===== src/rtl/hdmi_bitmap_scanout.sv =====
// hdmi_bitmap_scanout: raster timing, bitmap byte fetch and 1/2/4 bpp expansion to RGB; define SCANOUT_PALETTE_EN for a 16-entry palette
module hdmi_bitmap_scanout #(
  parameter int H_ACTIVE = 640, H_FP = 16, H_SYNC = 96, H_BP = 48,
  parameter int V_ACTIVE = 480, V_FP = 10, V_SYNC = 2, V_BP = 33,
  parameter int BMP_W = 256, BMP_H = 256,
  parameter int BPP = 1, SCALE = 1,
  parameter int ADDR_W = 13,
  parameter logic [23:0] FG_RGB = 24'hFFFFFF, BG_RGB = 24'h000000, BORDER_RGB = 24'h000000
) (
  input  logic              clk_pixel,
  input  logic              reset,
`ifdef SCANOUT_PALETTE_EN
  input  logic              pal_we,
  input  logic [3:0]        pal_idx,
  input  logic [23:0]       pal_rgb,
`endif
  output logic [ADDR_W-1:0] dispAddr,
  input  logic [7:0]        dispData,
  output logic [23:0]       rgb,
  output logic              de,
  output logic              hsync,
  output logic              vsync,
  output logic              frame_start
);
  localparam int HT = H_ACTIVE + H_FP + H_SYNC + H_BP;
  localparam int VT = V_ACTIVE + V_FP + V_SYNC + V_BP;
  localparam int CW = $clog2(HT);
  localparam int VW = $clog2(VT);
  localparam int PPB = 8 / BPP;
  localparam int PS = $clog2(PPB);
  localparam int SS = $clog2(SCALE);
  localparam int BPL = BMP_W / PPB;
  localparam logic [CW-1:0] HL = CW'(HT - 1);
  localparam logic [CW-1:0] HA = CW'(H_ACTIVE);
  localparam logic [CW-1:0] HS0 = CW'(H_ACTIVE + H_FP);
  localparam logic [CW-1:0] HS1 = CW'(H_ACTIVE + H_FP + H_SYNC);
  localparam logic [CW-1:0] BW = CW'(BMP_W * SCALE);
  localparam logic [VW-1:0] VL = VW'(VT - 1);
  localparam logic [VW-1:0] VA = VW'(V_ACTIVE);
  localparam logic [VW-1:0] VS0 = VW'(V_ACTIVE + V_FP);
  localparam logic [VW-1:0] VS1 = VW'(V_ACTIVE + V_FP + V_SYNC);
  localparam logic [VW-1:0] BH = VW'(BMP_H * SCALE);

  logic [CW-1:0] cx, nx;
  logic [VW-1:0] cy, ny;
  logic ld1, act1, win1, hs1, vs1, fs1;
  logic act2, win2, hs2, vs2, fs2;
  logic [PS-1:0] fld1, fld2;
  logic [7:0] bt;
  logic [BPP-1:0] pix;
  logic [23:0] col;

`ifdef SCANOUT_PALETTE_EN
  logic [23:0] pal [16];
  // palette file: BG/FG then greys after reset, host writes land on the strobe edge
  always_ff @(posedge clk_pixel) begin
    if (reset) for (int i = 0; i < 16; i++) pal[i] <= (i == 0) ? BG_RGB : (i == 1) ? FG_RGB : {3{4'(i), 4'(i)}};
    else if (pal_we) pal[pal_idx] <= pal_rgb;
  end
`endif

  // next raster position, shared by the counters and the one-ahead fetch address
  always_comb begin
    nx = (cx == HL) ? '0 : cx + 1'b1;
    ny = (cx != HL) ? cy : (cy == VL) ? '0 : cy + 1'b1;
  end

  // stage 1: counters, fetch address issued as cx enters a byte so data returns in time, position flags
  always_ff @(posedge clk_pixel) begin
    if (reset) begin
      cx <= '0;
      cy <= '0;
      dispAddr <= '0;
      {ld1, act1, win1, hs1, vs1, fs1} <= '0;
      fld1 <= '0;
    end else begin
      cx <= nx;
      cy <= ny;
      if (nx < BW && ny < BH && nx[SS+PS-1:0] == '0)
        dispAddr <= ADDR_W'(ny >> SS) * ADDR_W'(BPL) + ADDR_W'(nx >> (SS + PS));
      act1 <= cx < HA && cy < VA;
      win1 <= cx < BW && cy < BH;
      ld1 <= cx < BW && cy < BH && cx[SS+PS-1:0] == '0;
      fld1 <= cx[SS +: PS];
      hs1 <= cx >= HS0 && cx < HS1;
      vs1 <= cy >= VS0 && cy < VS1;
      fs1 <= cx == '0 && cy == '0;
    end
  end

  // stage 2: capture the RAM byte at its first pixel and carry the flags along
  always_ff @(posedge clk_pixel) begin
    if (reset) begin
      bt <= '0;
      fld2 <= '0;
      {act2, win2, hs2, vs2, fs2} <= '0;
    end else begin
      if (ld1) bt <= dispData;
      fld2 <= fld1;
      {act2, win2, hs2, vs2, fs2} <= {act1, win1, hs1, vs1, fs1};
    end
  end

  // field select and colour lookup for the pixel in stage 2
  always_comb begin
    pix = bt[3'(fld2 * BPP) +: BPP];
`ifdef SCANOUT_PALETTE_EN
    col = pal[4'(pix)];
`else
    col = (BPP == 1) ? (pix[0] ? FG_RGB : BG_RGB) : {3{{PPB{pix}}}};
`endif
  end

  // stage 3: registered video outputs, border outside the bitmap, black in blanking
  always_ff @(posedge clk_pixel) begin
    if (reset) begin
      rgb <= '0;
      {de, hsync, vsync, frame_start} <= '0;
    end else begin
      rgb <= act2 ? (win2 ? col : BORDER_RGB) : '0;
      {de, hsync, vsync, frame_start} <= {act2, hs2, vs2, fs2};
    end
  end
endmodule


===== config.mk =====
export PLATFORM = sky130hd
export DESIGN_NAME = hdmi_bitmap_scanout
export DESIGN_NICKNAME = d
export VERILOG_FILES = /design/src/rtl/hdmi_bitmap_scanout.sv
export SDC_FILE = /design/constraint.sdc
export NUM_CORES = 1
export LEC_CHECK = 0
export ABC_AREA = 1
export CAP_MARGIN = 20
export CORE_ASPECT_RATIO = 1.2
export CORE_UTILIZATION = 35
export DETAILED_ROUTE_END_ITERATION = 12
export SYNTH_ARGS = -nofsm -noshare
export SYNTH_HDL_FRONTEND = slang
export SYNTH_SLANG_ARGS = --single-unit

===== constraint.sdc =====
create_clock -name clk_pixel -period 2.9 [get_ports clk_pixel]
set_input_delay 0.725 -clock clk_pixel [delete_from_list [all_inputs] [get_ports clk_pixel]]
set_output_delay 0.725 -clock clk_pixel [all_outputs]
set_load 0.02 [all_outputs]

==> flow_metrics.env, run 1 <==
export IMPL_antenna_left=0
export IMPL_grt_pass1_wl_um=11000
export IMPL_holdPathStages=2
export IMPL_ir_worst_vdd_mv=0.213
export IMPL_multi_input_area_um2=1390
export IMPL_path_clk_slew_ns=0.07
export IMPL_die_h_um=105
export IMPL_routed_via_density=4.48
export IMPL_grt_pass1_vias=2444
export IMPL_cp_arrival_ns=1.78
export IMPL_synth_compound_area_share_pct=7.02
export IMPL_tritoncts="yes"
export IMPL_most_common_layout_cells="nand2_1, nor2_1, dfxtp_1"
export IMPL_nNetsFinal=483
export IMPL_hp_class="register to register"
export IMPL_timing_worst_setup_path_type="register to output pin"
export IMPL_clock_sinks=63
export IMPL_path_cells="clkdlybuf4s50_1"
export IMPL_syn_area_um2=3100
export IMPL_grt_max_degree=29
export IMPL_max_clock_path_buffers=2
export IMPL_register_area_um2=1260
export IMPL_cts_root_buf="clkbuf_8"
export IMPL_p_leak_nw=1.57
export IMPL_overflow=0
export IMPL_synth_avg_cell_area_um2=7.14
export IMPL_cts_setup_buffers=0
export IMPL_synth_seq_cells=63
export IMPL_initial_core_util_pct=36.2
export IMPL_slew_headroom_pct=59.4
export IMPL_hpwl_um=5020
export IMPL_rows=37
export IMPL_fin_crit_sh_pct=86.5
export IMPL_drc=0
export IMPL_coreArea_um2=8560
export IMPL_setup_tns_final_ns=0
export IMPL_ys_flop_type="dfxtp_1"
export IMPL_portBuffers=50
export IMPL_critPathLaunchType="register"
export IMPL_synth_xor_area_share_pct=1.13
export IMPL_yosys_mux_area_fraction_pct=0
export IMPL_hold_start="act1$_SDFF_PP0_"
export IMPL_die_w_um=87.9
export IMPL_synth_cell_type_count=29
export IMPL_firstDrtPassIters=4
export IMPL_clock_latency_ns=0.35
export IMPL_fill_cells=890
export IMPL_drv_cap=0
export IMPL_cpMaxStageDelayCell="clkdlybuf4s50_1"
export IMPL_antenna_cells=0
export IMPL_synth_top_family_by_area="simple AND/OR/NAND/NOR gates"
export IMPL_rrSetupSlack_ns=0.46
export IMPL_yosysSeqAreaShare_pct=40.7
export IMPL_layout_commonest_cell="nand2_1"
export IMPL_worst_slew_pin_slew_ns=0.608
export IMPL_postCtsHoldBufs=0
export IMPL_rsz0062_at_grt="false"
export IMPL_area_growth_pct=20.7
export IMPL_synth_area_top_cells="dfxtp_1, nand2_1, nor2_1"
export IMPL_critPathCaptureType="output pin"
export IMPL_cp_buffers_inverters=1
export IMPL_postLayoutCoreUtil_pct=43.7
export IMPL_ff2ff_path_depth=13
export IMPL_max_stage_delay_ns=0.73
export IMPL_ios=51
export IMPL_setup_violations=0
export IMPL_worstHoldEndpoint="act2$_SDFF_PP0_"
export IMPL_yosysTopAreaCell="dfxtp_1"
export IMPL_htree_num_levels=3
export IMPL_syn_num_nets=452
export IMPL_gp_congestion=0.867
export IMPL_routed_wl_um=6530
export IMPL_p_per_area_nw_per_um2=482
export IMPL_power_total_mw=1.80
export IMPL_cts_buffers=9
export IMPL_clock_skew_ns=0.00976
export IMPL_drv_slew=0
export IMPL_fmax_mhz=399
export IMPL_drt_iter0_markers=109
export IMPL_antenna_found_initial=0
export IMPL_grt_total_usage_pct=15.5
export IMPL_worstReg2RegEnd="dispAddr[9]$_SDFFE_PP0P_"
export IMPL_ys_warn_count=0
export IMPL_synth_edf_count=0
export IMPL_async_reset_ff_share_pct=0
export IMPL_dieArea_um2=9240
export IMPL_synth_cells=434
export IMPL_path_delay_family="buffers and inverters"
export IMPL_crit_fanout=24
export IMPL_period_minus_slack_ns=2.51
export IMPL_wl_per_cell_um=11.1
export IMPL_r2r_start="cx[0]$_SDFF_PP0_"
export IMPL_yosys_area_share_simple_pct=33.2
export IMPL_crit_required_ns=2.17
export IMPL_drive_above_1_share_pct=9.57
export IMPL_synthAdderAreaFrac_pct=3.47
export IMPL_finalHoldViolations=0
export IMPL_status="completed"
export IMPL_synth_top_cell_area_share_pct=40.7
export IMPL_via_count=2627
export IMPL_ctsResizeCount=0
==> tightest hold or removal path: stages, from the launching register on <==
cell,delay (ns)
dfxtp_1,0.30
inv_1,0.04
nor2_1,0.03
==> area by class of cell <==
type / count / area share [%]
Timing Repair Buffer: 51 / 13.4
Clock buffer: 11 / 4.04
Inverter: 63 / 6.32
Tap cell: 117 / 3.91
Multi-Input combinational cell: 277 / 37.1
Clock inverter: 5 / 1.50
Sequential cell: 63 / 33.7
==> per-layer routing <==
metal	up-vias	GRT usage (%)	part of all wire (%)
met5	-	0	0
met4	0	4.57	1.4
met3	9	4.74	4.3
met2	61	26.5	48
met1	1170	18.4	47
li1	1387	-	-
==> cell usage after synthesis, drive strengths merged, types with 2 or more instances <==
cell type and instances:
and3 2, buf 28, ha 7, clkbuf 3, a21oi 19, inv 62
o21ai 16, nor2 80, dfxtp 63, nand3 30, nand2 99, nor3 8
xnor2 3, nor4 2, nand4 7
==> per-stage QoR <==
step	std cells	cell area, µm²	setup slack, ns	hold WS (ns)
floorplan	434	3100	0.683	0.388
detailed placement	571	3540	0.447	0.392
global placement	571	3540	0.520	0.389
finish	587	3740	0.391	0.400
global route	587	3740	0.0418	0.420
CTS	587	3740	0.312	0.401
==> worst max-delay path by stage <==
| stage | start | to | slack [ns] | depth (start not counted) |
|---|---|---|---|---|
| 2_1_floorplan | cx[0]$_SDFF_PP0_ | dispAddr[9]$_SDFFE_PP0P_ | 0.68 | 13 |
| 4_1_cts | rgb[22]$_SDFF_PP0_ | rgb[3] | 0.31 | 1 |
| 6_report | rgb[22]$_SDFF_PP0_ | rgb[3] | 0.39 | 1 |
| 3_3_place_gp | cx[0]$_SDFF_PP0_ | dispAddr[9]$_SDFFE_PP0P_ | 0.52 | 13 |
| 3_5_place_dp | cx[0]$_SDFF_PP0_ | dispAddr[9]$_SDFFE_PP0P_ | 0.45 | 13 |
| 5_1_grt | cx[0]$_SDFF_PP0_ | dispAddr[11]$_SDFFE_PP0P_ | 0.04 | 16 |
==> where the power goes <==
group	switching, mW	internal, mW	leakage [nW]
Clock	0.337	0.442	0.105
Sequential	0.0167	0.896	0.513
Combinational	0.0649	0.0465	0.950
==> registers in the layout (all words and copies together), names as in the netlist, 3 cells and up <==
signal,count
fld1,3
dispAddr,13
cx,10
fld2,3
cy,10
bt,8
==> kinds of logic after synthesis <==
| logic type | count (synthesis) |
|---|---|
| AO/OA/AOI/OAI | 37 |
| adder cells (fa/ha/maj) | 8 |
| AND/OR/NAND/NOR | 228 |
| buffers and inverters | 94 |
| XOR/XNOR | 4 |
| flip-flops | 63 |
No activity file was read; power rests on OpenSTA's default activity.
==> run 2: changes to the inputs <==
==> constraint.sdc (replaced) <==
create_clock -name clk_pixel -period 2.9 [get_ports clk_pixel]
set_input_delay 0.725 -clock clk_pixel [delete_from_list [all_inputs] [get_ports clk_pixel]]
set_output_delay 0.725 -clock clk_pixel [all_outputs]
set_load 0.05 [all_outputs]
==> flow_metrics.env, run 2 (same netlist as run 1, synthesis figures left out) <==
export IMPL_dp_cells=572
export IMPL_p_leak_nw=1.57
export IMPL_ios=51
export IMPL_most_common_layout_cells="nand2_1, nor2_1, dfxtp_1"
export IMPL_rrSetupSlack_ns=0.43
export IMPL_nNetsFinal=484
export IMPL_crit_fanout=24
export IMPL_setup_tns_final_ns=0
export IMPL_timing_worst_setup_path_type="register to output pin"
export IMPL_die_w_um=87.9
export IMPL_htree_num_levels=3
export IMPL_largest_registers="dispAddr: 13 flops, cx: 10 flops, cy: 10 flops"
export IMPL_setup_violations=0
export IMPL_crit_required_ns=2.17
export IMPL_largest_reg_flops=13
export IMPL_postCtsHoldBufs=0
export IMPL_finalHoldViolations=0
export IMPL_path_cells="clkdlybuf4s50_1"
export IMPL_clock_skew_ns=0.0108
export IMPL_routed_wl_um=6830
export IMPL_cts_setup_buffers=0
export IMPL_p_per_area_nw_per_um2=500
export IMPL_drv_slew=0
export IMPL_cp_buffers_inverters=1
export IMPL_critPathLaunchType="register"
export IMPL_instances_no_fill=588
export IMPL_antenna_found_initial=0
export IMPL_drive_above_1_share_pct=9.77
export IMPL_drt_iter0_markers=129
export IMPL_portBuffers=50
export IMPL_gp_congestion=0.909
export IMPL_coreArea_um2=8560
export IMPL_via_count=2707
export IMPL_max_stage_delay_ns=0.93
export IMPL_fin_crit_sh_pct=93.5
export IMPL_rows=37
export IMPL_max_clock_path_buffers=2
export IMPL_worst_slew_pin_slew_ns=0.605
export IMPL_grt_max_degree=26
export IMPL_fmax_mhz=369
export IMPL_die_h_um=105
export IMPL_tritoncts="yes"
export IMPL_path_clk_slew_ns=0.08
export IMPL_routed_via_density=4.60
export IMPL_clock_latency_ns=0.34
export IMPL_grt_total_usage_pct=16.1
export IMPL_cp_arrival_ns=1.99
export IMPL_top_register="dispAddr"
export IMPL_firstDrtPassIters=4
export IMPL_drv_cap=0
export IMPL_dieArea_um2=9240
export IMPL_path_delay_family="buffers and inverters"
export IMPL_drc=0
export IMPL_critPathCaptureType="output pin"
export IMPL_whs_ns=0.399
export IMPL_ctsResizeCount=0
export IMPL_hp_class="register to register"
export IMPL_initial_core_util_pct=36.2
export IMPL_period_minus_slack_ns=2.71
export IMPL_cts_buffers=9
export IMPL_ir_worst_vdd_mv=0.243
export IMPL_antenna_left=0
export IMPL_grt_pass1_wl_um=11400
export IMPL_overflow=0
export IMPL_layout_commonest_cell="nand2_1"
export IMPL_wl_per_cell_um=11.6
export IMPL_rsz0062_at_grt="false"
export IMPL_antenna_cells=0
export IMPL_status="completed"
export IMPL_grt_pass1_vias=2550
export IMPL_area_growth_pct=21.4
export IMPL_slew_headroom_pct=59.6
export IMPL_hpwl_um=5140
export IMPL_cts_root_buf="clkbuf_8"
export IMPL_cpMaxStageDelayCell="clkdlybuf4s50_1"
export IMPL_clock_sinks=63
-- run 2: through the flow --
step	cell area, µm²	total power [mW]	utilization, %	setup WS [ns]
4_1_cts	3760	1.90	43.9	0.129
2_1_floorplan	3100	1.02	-	0.683
6_report	3760	1.88	43.9	0.187
3_5_place_dp	3540	1.06	41.4	0.441
5_1_grt	3760	1.96	43.9	0.0686
3_3_place_gp	3540	1.06	41.4	0.518
-- run 2: final timing paths --
| check | start | to | depth (start not counted) |
|---|---|---|---|
| min | fld1[0]$_SDFF_PP0_ | fld2[0]$_SDFF_PP0_ | 2 |
| max | rgb[22]$_SDFF_PP0_ | rgb[2] | 1 |
| max reg2reg | cx[0]$_SDFF_PP0_ | dispAddr[9]$_SDFFE_PP0P_ | 13 |
| min reg2reg | fld1[0]$_SDFF_PP0_ | fld2[0]$_SDFF_PP0_ | 2 |
-- run 2: area by class of cell --
cell class,count,area (µm²)
clock inverter,7,96.3
tap,117,146
timing repair buffer,52,510
clock buffer,9,124
fill,884,4800
multi-input combinational,277,1390
sequential,63,1260
inverter,63,236
-- run 2: per-layer routing --
layer  GRT usage, %  part of all wire [%]  vias to the layer above  wire length, µm
met5              0                     0                        -                0
met4           6.79                   2.2                        0              153
met3           3.79                   4.9                       14              333
met2           27.7                    49                       73             3320
met1           18.6                    44                     1230             3030
li1               -                     -                     1390                -
-- run 2: power by group --
group / internal [mW] / switching [mW]
registers: 0.895 / 0.0168
clock network: 0.485 / 0.356
logic: 0.0464 / 0.0831
total: 1.43 / 0.456
==> run 3: changes to the inputs <==
--- a/config.mk
+++ b/config.mk
@@ -10,6 +10,7 @@
 export CORE_ASPECT_RATIO = 1.2
 export CORE_UTILIZATION = 35
 export DETAILED_ROUTE_END_ITERATION = 12
+export GPL_TIMING_DRIVEN = 0
 export SYNTH_ARGS = -nofsm -noshare
 export SYNTH_HDL_FRONTEND = slang
 export SYNTH_SLANG_ARGS = --single-unit
==> flow_metrics.env, run 3 (same netlist as run 1, synthesis figures left out) <==
export IMPL_r2r_start="cx[0]$_SDFF_PP0_"
export IMPL_timing_worst_setup_path_type="register to output pin"
export IMPL_p_leak_nw=1.71
export IMPL_grt_pass1_wl_um=11700
export IMPL_portBuffers=50
export IMPL_routed_wl_um=7020
export IMPL_crit_fanout=24
export IMPL_postCtsHoldBufs=0
export IMPL_grt_pass1_vias=2620
export IMPL_layout_commonest_cell="nand2_1"
export IMPL_gp_congestion=0.944
export IMPL_largest_reg_flops=13
export IMPL_area_growth_pct=28.5
export IMPL_pwr_share_seq_pct=47.3
export IMPL_drive_above_1_share_pct=13.8
export IMPL_instances_no_fill=617
export IMPL_p_sw_share_pct=24.3
export IMPL_drv_slew=0
export IMPL_tritoncts="yes"
export IMPL_setup_violations=0
export IMPL_clock_latency_ns=0.35
export IMPL_status="completed"
export IMPL_rows=37
export IMPL_path_clk_slew_ns=0.07
export IMPL_worst_slew_pin_slew_ns=0.621
export IMPL_switchingPower_uw=468
export IMPL_hp_class="register to register"
export IMPL_clkPwrFrac_pct=45.5
export IMPL_cts_setup_buffers=0
export IMPL_firstDrtPassIters=4
export IMPL_setup_tns_final_ns=0
export IMPL_htree_num_levels=3
export IMPL_ff2ff_path_depth=13
export IMPL_p_int_mw=1.46
export IMPL_crit_required_ns=2.17
export IMPL_worstReg2RegEnd="dispAddr[9]$_SDFFE_PP0P_"
export IMPL_grt_max_degree=25
export IMPL_rsz0062_at_grt="false"
export IMPL_ir_worst_vdd_mv=0.186
export IMPL_nNetsFinal=513
export IMPL_overflow=0
export IMPL_top_register="dispAddr"
export IMPL_worstHoldEndpoint="fs2$_SDFF_PP0_"
export IMPL_die_w_um=87.9
export IMPL_via_count=2767
export IMPL_power_total_mw=1.93
export IMPL_most_common_layout_cells="nand2_1, nor2_1, dfxtp_1"
export IMPL_fmax_mhz=385
export IMPL_antenna_cells=0
export IMPL_finalHoldViolations=0
export IMPL_hold_start="fs1$_SDFF_PP0_"
export IMPL_drv_cap=0
export IMPL_drt_iter0_markers=93
export IMPL_initial_core_util_pct=36.2
export IMPL_p_per_area_nw_per_um2=484
export IMPL_routed_via_density=4.48
export IMPL_drc=0
export IMPL_dp_cells=601
export IMPL_rrSetupSlack_ns=0.38
export IMPL_max_clock_path_buffers=2
export IMPL_cts_root_buf="clkbuf_8"
export IMPL_ctsResizeCount=0
export IMPL_dpl_worst_slack_ns=0.299
export IMPL_dieArea_um2=9240
export IMPL_coreArea_um2=8560
export IMPL_slew_headroom_pct=58.3
export IMPL_grt_total_usage_pct=16.7
export IMPL_critPathLaunchType="register"
export IMPL_critPathCaptureType="output pin"
export IMPL_antenna_found_initial=0
export IMPL_clock_sinks=63
export IMPL_hpwl_um=5390
export IMPL_largest_registers="dispAddr: 13 flops, cx: 10 flops, cy: 10 flops"
export IMPL_cts_buffers=9
export IMPL_comb_power_share_pct=7.2
export IMPL_cp_arrival_ns=1.87
export IMPL_ios=51
export IMPL_fin_crit_sh_pct=89.6
export IMPL_die_h_um=105
export IMPL_holdPathStages=2
export IMPL_antenna_left=0
export IMPL_whs_ns=0.398
export IMPL_wl_per_cell_um=11.4
export IMPL_setup_slack_ns=0.301
export IMPL_clock_skew_ns=0.00864
export IMPL_period_minus_slack_ns=2.60
## run 3: critical path, stage by stage (launching register included)
cell             delay (ns)
dfxtp_2                0.56
buf_4                  0.17
clkdlybuf4s50_1        0.80
## run 3: how the worst max path moves through the flow
stage | start | to | slack (ns) | cells after the start
2_1_floorplan | cx[0]$_SDFF_PP0_ | dispAddr[9]$_SDFFE_PP0P_ | 0.68 | 13
3_3_place_gp | cx[0]$_SDFF_PP0_ | dispAddr[11]$_SDFFE_PP0P_ | 0.30 | 16
3_5_place_dp | cx[0]$_SDFF_PP0_ | dispAddr[9]$_SDFFE_PP0P_ | 0.30 | 13
4_1_cts | rgb[22]$_SDFF_PP0_ | rgb[3] | 0.01 | 2
5_1_grt | cx[0]$_SDFF_PP0_ | dispAddr[11]$_SDFFE_PP0P_ | 0.03 | 16
6_report | rgb[22]$_SDFF_PP0_ | rgb[3] | 0.30 | 2
## run 3: power groups by stage
stage,logic [mW],registers [mW],clock network [mW]
3_3_place_gp,0.140,0.931,0
4_1_cts,0.142,0.912,0.914
3_5_place_dp,0.141,0.932,0
2_1_floorplan,0.0769,0.946,0
5_1_grt,0.156,0.916,0.952
6_report,0.139,0.912,0.877
## run 3: area by class of cell
class / instances / area [µm²]
Clock buffer: 10 / 138
Tap cell: 117 / 146
Clock inverter: 6 / 92.6
Inverter: 63 / 236
Buffer: 31 / 214
Sequential cell: 63 / 1260
Timing Repair Buffer: 50 / 500
Fill cell: 883 / 4580
Multi-Input combinational cell: 277 / 1390
## run 3: routing by layer
| metal | GRT usage (%) | routed length (µm) |
|---|---|---|
| met4 | 9.13 | 223 |
| met1 | 19.5 | 3090 |
| met2 | 28.0 | 3360 |
| met5 | 0 | 0 |
| met3 | 3.55 | 354 |
## run 3: metrics by stage
step | area, µm² | util (%)
2_1_floorplan | 3100 | -
3_3_place_gp | 3750 | 43.8
3_5_place_dp | 3750 | 43.8
4_1_cts | 3980 | 46.4
5_1_grt | 3980 | 46.5
6_report | 3980 | 46.5
